### src/rtl/battle_pkg.sv
// Shared grid constants, cell coordinate types and the
// random cell generator state encoding.
package battle_pkg;

  localparam int GRID_COLS = 20;
  localparam int GRID_ROWS = 15;

  typedef logic [4:0] cell_x_t;
  typedef logic [3:0] cell_y_t;

  typedef enum logic [2:0] {
    IDLE,
    DRAW,
    QUERY,
    CHECK,
    EMIT
  } rcg_state_t;

endpackage

### src/rtl/random_cell_gen_if.sv
// Occupancy read port and chosen-cell result bundle of the
// random cell generator.
interface random_cell_gen_if;
  import battle_pkg::*;

  logic    cell_rd_req;
  cell_x_t cell_rd_x;
  cell_y_t cell_rd_y;
  logic    cell_rd_occ;
  logic    randomRise;
  cell_x_t randomX;
  cell_y_t randomY;

  modport master (
    output cell_rd_req,
    output cell_rd_x,
    output cell_rd_y,
    input  cell_rd_occ,
    output randomRise,
    output randomX,
    output randomY
  );

  modport slave (
    input  cell_rd_req,
    input  cell_rd_x,
    input  cell_rd_y,
    output cell_rd_occ,
    input  randomRise,
    input  randomX,
    input  randomY
  );

endinterface

### src/rtl/lfsr16.sv
// Free-running 16-bit Galois LFSR,
// polynomial x^16+x^14+x^13+x^11+1.
module lfsr16 #(
  parameter logic [15:0] SEED = 16'hACE1
) (
  input  logic        clk,
  input  logic        resetN,
  output logic [15:0] state_o
);

  logic [15:0] lfsr_q;
  logic [15:0] lfsr_d;

  always_comb begin
    lfsr_d = {1'b0, lfsr_q[15:1]};
    if (lfsr_q[0]) lfsr_d = lfsr_d ^ 16'hB400;
  end

  always_ff @(posedge clk or negedge resetN) begin
    if (!resetN) lfsr_q <= SEED;
    else         lfsr_q <= lfsr_d;
  end

  assign state_o = lfsr_q;

endmodule

### src/rtl/random_cell_gen.sv
// Picks a pseudo-random free maze cell and pulses randomRise.
// Define RANDOM_CELL_EXCLUDE_BORDER_EN to keep picks off the outer ring.
module random_cell_gen
  import battle_pkg::*;
#(
  parameter int          COLS         = GRID_COLS,
  parameter int          ROWS         = GRID_ROWS,
  parameter int          SPAWN_PERIOD = 10,
  parameter int          MAX_TRIES    = 8,
  parameter logic [15:0] LFSR_SEED    = 16'hACE1
) (
  input  logic               clk,
  input  logic               resetN,
  input  logic               one_sec,
  input  logic               newRandom,
  random_cell_gen_if.master  bus,
  output logic               busy
);

  localparam int PW = $clog2(SPAWN_PERIOD + 1);
  localparam int TW = $clog2(MAX_TRIES + 1);
  localparam logic [PW-1:0] PER  = PW'(SPAWN_PERIOD);
  localparam logic [TW-1:0] TMAX = TW'(MAX_TRIES);
  localparam logic [5:0]    XLIM = 6'(COLS);
  localparam logic [4:0]    YLIM = 5'(ROWS);

  rcg_state_t    state_q, state_d;
  logic [PW-1:0] per_q, per_d;
  logic [TW-1:0] tries_q, tries_d;
  cell_x_t       cand_x_q, cand_x_d;
  cell_y_t       cand_y_q, cand_y_d;
  cell_x_t       rx_q, rx_d;
  cell_y_t       ry_q, ry_d;

  logic [15:0] lfsr;
  cell_x_t     draw_x;
  cell_y_t     draw_y;
  logic        in_grid;
  logic        edge_hit;
  logic        cand_ok;
  logic        tick_hit;
  logic        lfsr_unused;

  lfsr16 #(.SEED(LFSR_SEED)) u_lfsr (
    .clk     (clk),
    .resetN  (resetN),
    .state_o (lfsr)
  );

  assign draw_x      = lfsr[4:0];
  assign draw_y      = lfsr[11:8];
  assign lfsr_unused = ^{lfsr[15:12], lfsr[7:5]};

  assign in_grid = ({1'b0, draw_x} < XLIM) &&
                   ({1'b0, draw_y} < YLIM);

`ifdef RANDOM_CELL_EXCLUDE_BORDER_EN
  assign edge_hit = (draw_x == '0) ||
                    ({1'b0, draw_x} == XLIM - 6'd1) ||
                    (draw_y == '0) ||
                    ({1'b0, draw_y} == YLIM - 5'd1);
`else
  assign edge_hit = 1'b0;
`endif

  assign cand_ok  = in_grid && !edge_hit;
  assign tick_hit = one_sec && (per_q + PW'(1) == PER);

  always_comb begin
    state_d  = state_q;
    per_d    = per_q;
    tries_d  = tries_q;
    cand_x_d = cand_x_q;
    cand_y_d = cand_y_q;
    rx_d     = rx_q;
    ry_d     = ry_q;
    unique case (state_q)
      IDLE: begin
        if (one_sec) per_d = per_q + PW'(1);
        // A tick and a request in the same cycle start one attempt
        if (newRandom || tick_hit) begin
          per_d   = '0;
          tries_d = '0;
          state_d = DRAW;
        end
      end
      DRAW: begin
        if (cand_ok) begin
          cand_x_d = draw_x;
          cand_y_d = draw_y;
          state_d  = QUERY;
        end
      end
      QUERY: state_d = CHECK;
      CHECK: begin
        if (!bus.cell_rd_occ) begin
          rx_d    = cand_x_q;
          ry_d    = cand_y_q;
          state_d = EMIT;
        end else begin
          tries_d = tries_q + TW'(1);
          state_d = (tries_d == TMAX) ? IDLE : DRAW;
        end
      end
      EMIT:    state_d = IDLE;
      default: state_d = IDLE;
    endcase
  end

  always_ff @(posedge clk or negedge resetN) begin
    if (!resetN) begin
      state_q  <= IDLE;
      per_q    <= '0;
      tries_q  <= '0;
      cand_x_q <= '0;
      cand_y_q <= '0;
      rx_q     <= 5'd4;
      ry_q     <= 4'd4;
    end else begin
      state_q  <= state_d;
      per_q    <= per_d;
      tries_q  <= tries_d;
      cand_x_q <= cand_x_d;
      cand_y_q <= cand_y_d;
      rx_q     <= rx_d;
      ry_q     <= ry_d;
    end
  end

  assign bus.cell_rd_req = (state_q == QUERY);
  assign bus.cell_rd_x   = cand_x_q;
  assign bus.cell_rd_y   = cand_y_q;
  assign bus.randomRise  = (state_q == EMIT);
  assign bus.randomX     = rx_q;
  assign bus.randomY     = ry_q;
  assign busy            = (state_q != IDLE);

endmodule

### src/flat_wrapper.sv
// flat-port wrapper written by rule: the top's interface ports become plain ports
module random_cell_gen_flat import battle_pkg::*;
#(
  parameter int          COLS         = GRID_COLS,
  parameter int          ROWS         = GRID_ROWS,
  parameter int          SPAWN_PERIOD = 10,
  parameter int          MAX_TRIES    = 8,
  parameter logic [15:0] LFSR_SEED    = 16'hACE1
)
  (clk, resetN, one_sec, newRandom, busy, bus_cell_rd_req, bus_cell_rd_x, bus_cell_rd_y, bus_cell_rd_occ, bus_randomRise, bus_randomX, bus_randomY);
  random_cell_gen_if bus_i ();
  input  logic clk;
  input  logic resetN;
  input  logic one_sec;
  input  logic newRandom;
  output logic busy;
  output wire logic [$bits(bus_i.cell_rd_req)-1:0] bus_cell_rd_req;
  output wire logic [$bits(bus_i.cell_rd_x)-1:0] bus_cell_rd_x;
  output wire logic [$bits(bus_i.cell_rd_y)-1:0] bus_cell_rd_y;
  input wire logic [$bits(bus_i.cell_rd_occ)-1:0] bus_cell_rd_occ;
  output wire logic [$bits(bus_i.randomRise)-1:0] bus_randomRise;
  output wire logic [$bits(bus_i.randomX)-1:0] bus_randomX;
  output wire logic [$bits(bus_i.randomY)-1:0] bus_randomY;
  assign bus_cell_rd_req = bus_i.cell_rd_req;
  assign bus_cell_rd_x = bus_i.cell_rd_x;
  assign bus_cell_rd_y = bus_i.cell_rd_y;
  assign bus_i.cell_rd_occ = bus_cell_rd_occ;
  assign bus_randomRise = bus_i.randomRise;
  assign bus_randomX = bus_i.randomX;
  assign bus_randomY = bus_i.randomY;
  random_cell_gen #(.COLS(COLS), .ROWS(ROWS), .SPAWN_PERIOD(SPAWN_PERIOD), .MAX_TRIES(MAX_TRIES), .LFSR_SEED(LFSR_SEED)) u_core (.clk(clk), .resetN(resetN), .one_sec(one_sec), .newRandom(newRandom), .bus(bus_i), .busy(busy));
endmodule
### config.mk
export PLATFORM = sky130hd
export DESIGN_NAME = random_cell_gen_flat
export DESIGN_NICKNAME = d
export VERILOG_FILES = /design/src/rtl/battle_pkg.sv /design/src/rtl/random_cell_gen_if.sv /design/src/rtl/lfsr16.sv /design/src/rtl/random_cell_gen.sv /design/src/flat_wrapper.sv
export SDC_FILE = /design/constraint.sdc
export NUM_CORES = 1
export LEC_CHECK = 0
export BUFFER_PORTS_ARGS = -buffer_cell sky130_fd_sc_hd__buf_2
export CAP_MARGIN = 5
export CELL_PAD_IN_SITES_DETAIL_PLACEMENT = 1
export CELL_PAD_IN_SITES_GLOBAL_PLACEMENT = 2
export CORE_UTILIZATION = 25
export CTS_BUF_LIST = sky130_fd_sc_hd__clkbuf_4
export DETAILED_ROUTE_END_ITERATION = 10
export GPL_ROUTABILITY_DRIVEN = 0
export GPL_TIMING_DRIVEN = 0
export PLACE_DENSITY = 0.5
export SLEW_MARGIN = 15
export SYNTH_ARGS = -nofsm -noshare
export SYNTH_HDL_FRONTEND = slang
export SYNTH_SLANG_ARGS = --single-unit
export TNS_END_PERCENT = 1
### constraint.sdc
create_clock -name clk -period 3.6 [get_ports clk]
set_clock_uncertainty 0.1 [all_clocks]
set_input_delay 0 -clock clk [delete_from_list [all_inputs] [get_ports clk]]
set_output_delay 0 -clock clk [all_outputs]
set_load 0.01 [all_outputs]
==> results_dict.tcl <==
set metrics [dict create \
    outcome "finished, final reports clean" \
    cts_tree "done" \
    track_usage 0.102 \
    first_pass_iters 4 \
    synth.area.top_cells "dfrtp_1, dfstp_2, mux2_2" \
    crit_start "u_core.per_q[0]" \
    netlist_area_um2 1800 \
    endpoint "u_core.per_q[2]" \
    reg2reg_setup_slack_ns 1.39 \
    ys_ff_latch 45 \
    ioPinCount 26 \
    final_cell_mix "dfrtp_1, buf_2, mux2_2, nand2_1, dfstp_2" \
    fmax_mhz 453 \
    placed_area_um2 2040 \
    cts_buffer_depth 2 \
    rsz0062_at_grt "false" \
    synth_edf_count 0 \
    initial_core_util 0.262 \
    grt_pass1_vias 1159 \
    grt_pass1_wl_um 5840 \
    diodes 0 \
    slowest_delay_ns 0.56 \
    setup_viol 0 \
    end_kind "register" \
    register_area_um2 1140 \
    nets 173 \
    critical_path_class "register to register" \
    clock-root-buffer "clkbuf_4" \
    p_total_uw 1230 \
    fin_tns_setup_ns 0 \
    drive_gt1_frac 0.410 \
    dr_total_vias 1114 \
    fin_crit_ns 2.21 \
    cp.arrival_ns 2.40 \
    slowest_stage "dlygate4sd3_1" \
    ys_dominant_reg_cell "dfrtp_1" \
    timing.max_cap.violations 0 \
    fin_crit_sh 0.613 \
    cts-buffers-inserted 5 \
    cts_sinks 45 \
    ys_types 36 \
    h-tree-depth 2 \
    multi_input_area_um2 634 \
    power_leakage_uw 0.00105 \
    syn_area_per_cell_um2 13.8 \
    grt_max_degree 46 \
    rows 30 \
    areaGrowthSynthToFinish_pct 20.2 \
    crit_buf_inv 1 \
    r2r_cells 6 \
    ir_drop_v 0.000173 \
    grt_antenna_before_repair 0 \
    crit_fanout 8 \
    portBuffers 24 \
    clk_pin_slew_worst_paths_ns 0.12 \
    core_area_um2 6870 \
    drt_iter0_drc 34 \
    insertion_delay_ns 0.35 \
    pre_cts_ws_ns 1.78 \
    yosysTopAreaCell "dfrtp_1" \
    cp.required_ns 3.79 \
    hp-class "primary input to register" \
    async_flop_share 1.00 \
    path_cells "ha_1 > nand2b_1 > and4_1 > a21o_1 > o21ai_1 > dlygate4sd3_1" \
    synth_top_area_share 0.486 \
    drc_errors 0 \
    die_w_um 86.9 \
    r2r_end "u_core.per_q[2]" \
    tightest_slew_ns 1.00 \
    drv_slew 0 \
    pwr_density_cell_nw_per_um2 567 \
    post_cts_buffers 0 \
    syn_nets 138 \
    syn_inst 130 \
    worst_slack_ns 1.39 \
    synth-seq-area-share 0.632 \
    vias_per_cell 4.25 \
    nFillCells 745 \
    dpl.hpwl_um 2400 \
    grt-ovfl-total 0 \
    final_common_cell "dfrtp_1" \
    start_kind "register" \
    die_area_um2 7550 \
    postRouteAntennaNets 0 \
    crit_cells 6 \
    wl_per_cell_um 13.2 \
    r2r-start "u_core.per_q[0]" \
    hold_depth 2 \
    stdcell_area_um2 2160 \
    relSlewSlack 0.332 \
    synth_warnings 0 \
    dieHeight_um 86.9 \
    finalHoldViolCount 0 \
    cp_top_family "buffers and inverters" \
    routed_wl_um 3450 \
]
-- area by class of cell --
| cell class | count | share of cell area |
|---|---|---|
| sequential | 45 | 0.526 |
| inverter | 3 | 0.00520 |
| buffer | 3 | 0.00751 |
| multi-input combinational | 79 | 0.293 |
| timing repair buffer | 28 | 0.0740 |
| tap | 96 | 0.0555 |
| clock inverter | 2 | 0.0179 |
| clock buffer | 6 | 0.0208 |
-- worst reg2reg max path, stage by stage, from the launching register on --
cell           delay [ns]
dfrtp_1              0.45
ha_1                 0.23
nand2b_1             0.15
and4_1               0.21
a21o_1               0.29
o21ai_1              0.17
dlygate4sd3_1        0.56
-- timing repair --
| item | in CTS | in global routing |
|---|---|---|
| gates resized for setup | 0 | 0 |
| hold endpoints to repair | 39 | 0 |
| hold buffers | 4 | 0 |
-- synth_stat cells, types with 2 or more instances --
library cell,count
ha_1,3
nand3b_1,2
a31oi_1,2
dfrtp_1,35
a21oi_1,4
o21ai_0,4
inv_1,3
nand2b_1,4
nand3_1,2
mux2_2,18
xor2_1,5
dfstp_2,10
xnor2_1,2
nand2_1,10
o31ai_1,2
nor2_1,4
-- kinds of logic (layout without fill, tap and decap cells) --
family          count (synthesis)  in the layout  synth area share
simple gates                   30             30             0.101
mux                            19             19             0.118
fa+ha+maj                       3              3            0.0209
compound gates                 20             20            0.0778
flops                          45             45             0.632
xor+xnor                        7              7            0.0341
buf+inv                         6             42            0.0153
-- worst min path at each step --
stage,end,slack [ns],startpoint
2_1_floorplan,u_core.bus.cell_rd_x[0],-0.40,resetN
3_3_place_gp,u_core.tries_q[1],0.13,resetN
3_5_place_dp,u_core.tries_q[1],0.14,resetN
4_1_cts,u_core.state_q[2],0.04,bus_cell_rd_occ
5_1_grt,u_core.state_q[2],0.11,bus_cell_rd_occ
6_report,u_core.state_q[2],0.04,bus_cell_rd_occ
-- per-stage QoR --
stage / cells / util / hold slack (ns)
6_report: 262 / 0.315 / 0.0403
5_1_grt: 262 / 0.315 / 0.106
4_1_cts: 262 / 0.315 / 0.0399
3_5_place_dp: 250 / 0.297 / 0.142
3_3_place_gp: 250 / 0.297 / 0.125
2_1_floorplan: 130 / - / -0.396
-- where the power goes --
| group | internal (uW) | leakage [uW] | switching, uW |
|---|---|---|---|
| logic | 140 | 0.000424 | 193 |
| clock network | 156 | 0.0000459 | 160 |
| registers | 544 | 0.000585 | 36.4 |
| total | 839 | 0.00105 | 389 |
-- sequential cells by signal, indices dropped and copies added (netlist names) --
register               cells
u_core.bus.cell_rd_x       5
u_core.bus.cell_rd_y       4
u_core.bus.randomX         5
u_core.bus.randomY         4
u_core.per_q               4
u_core.state_q             3
u_core.tries_q             4
u_core.u_lfsr.state_o     16
-- layer usage --
layer | global-route usage | wire [um] | up-vias
met3 | 0.0256 | 104 | 8
li1 | - | - | 526
met2 | 0.161 | 1640 | 16
met5 | 0 | 0 | -
met4 | 0.0409 | 53 | 0
met1 | 0.134 | 1650 | 564
Note: power is estimated with default switching activity, not from simulation.
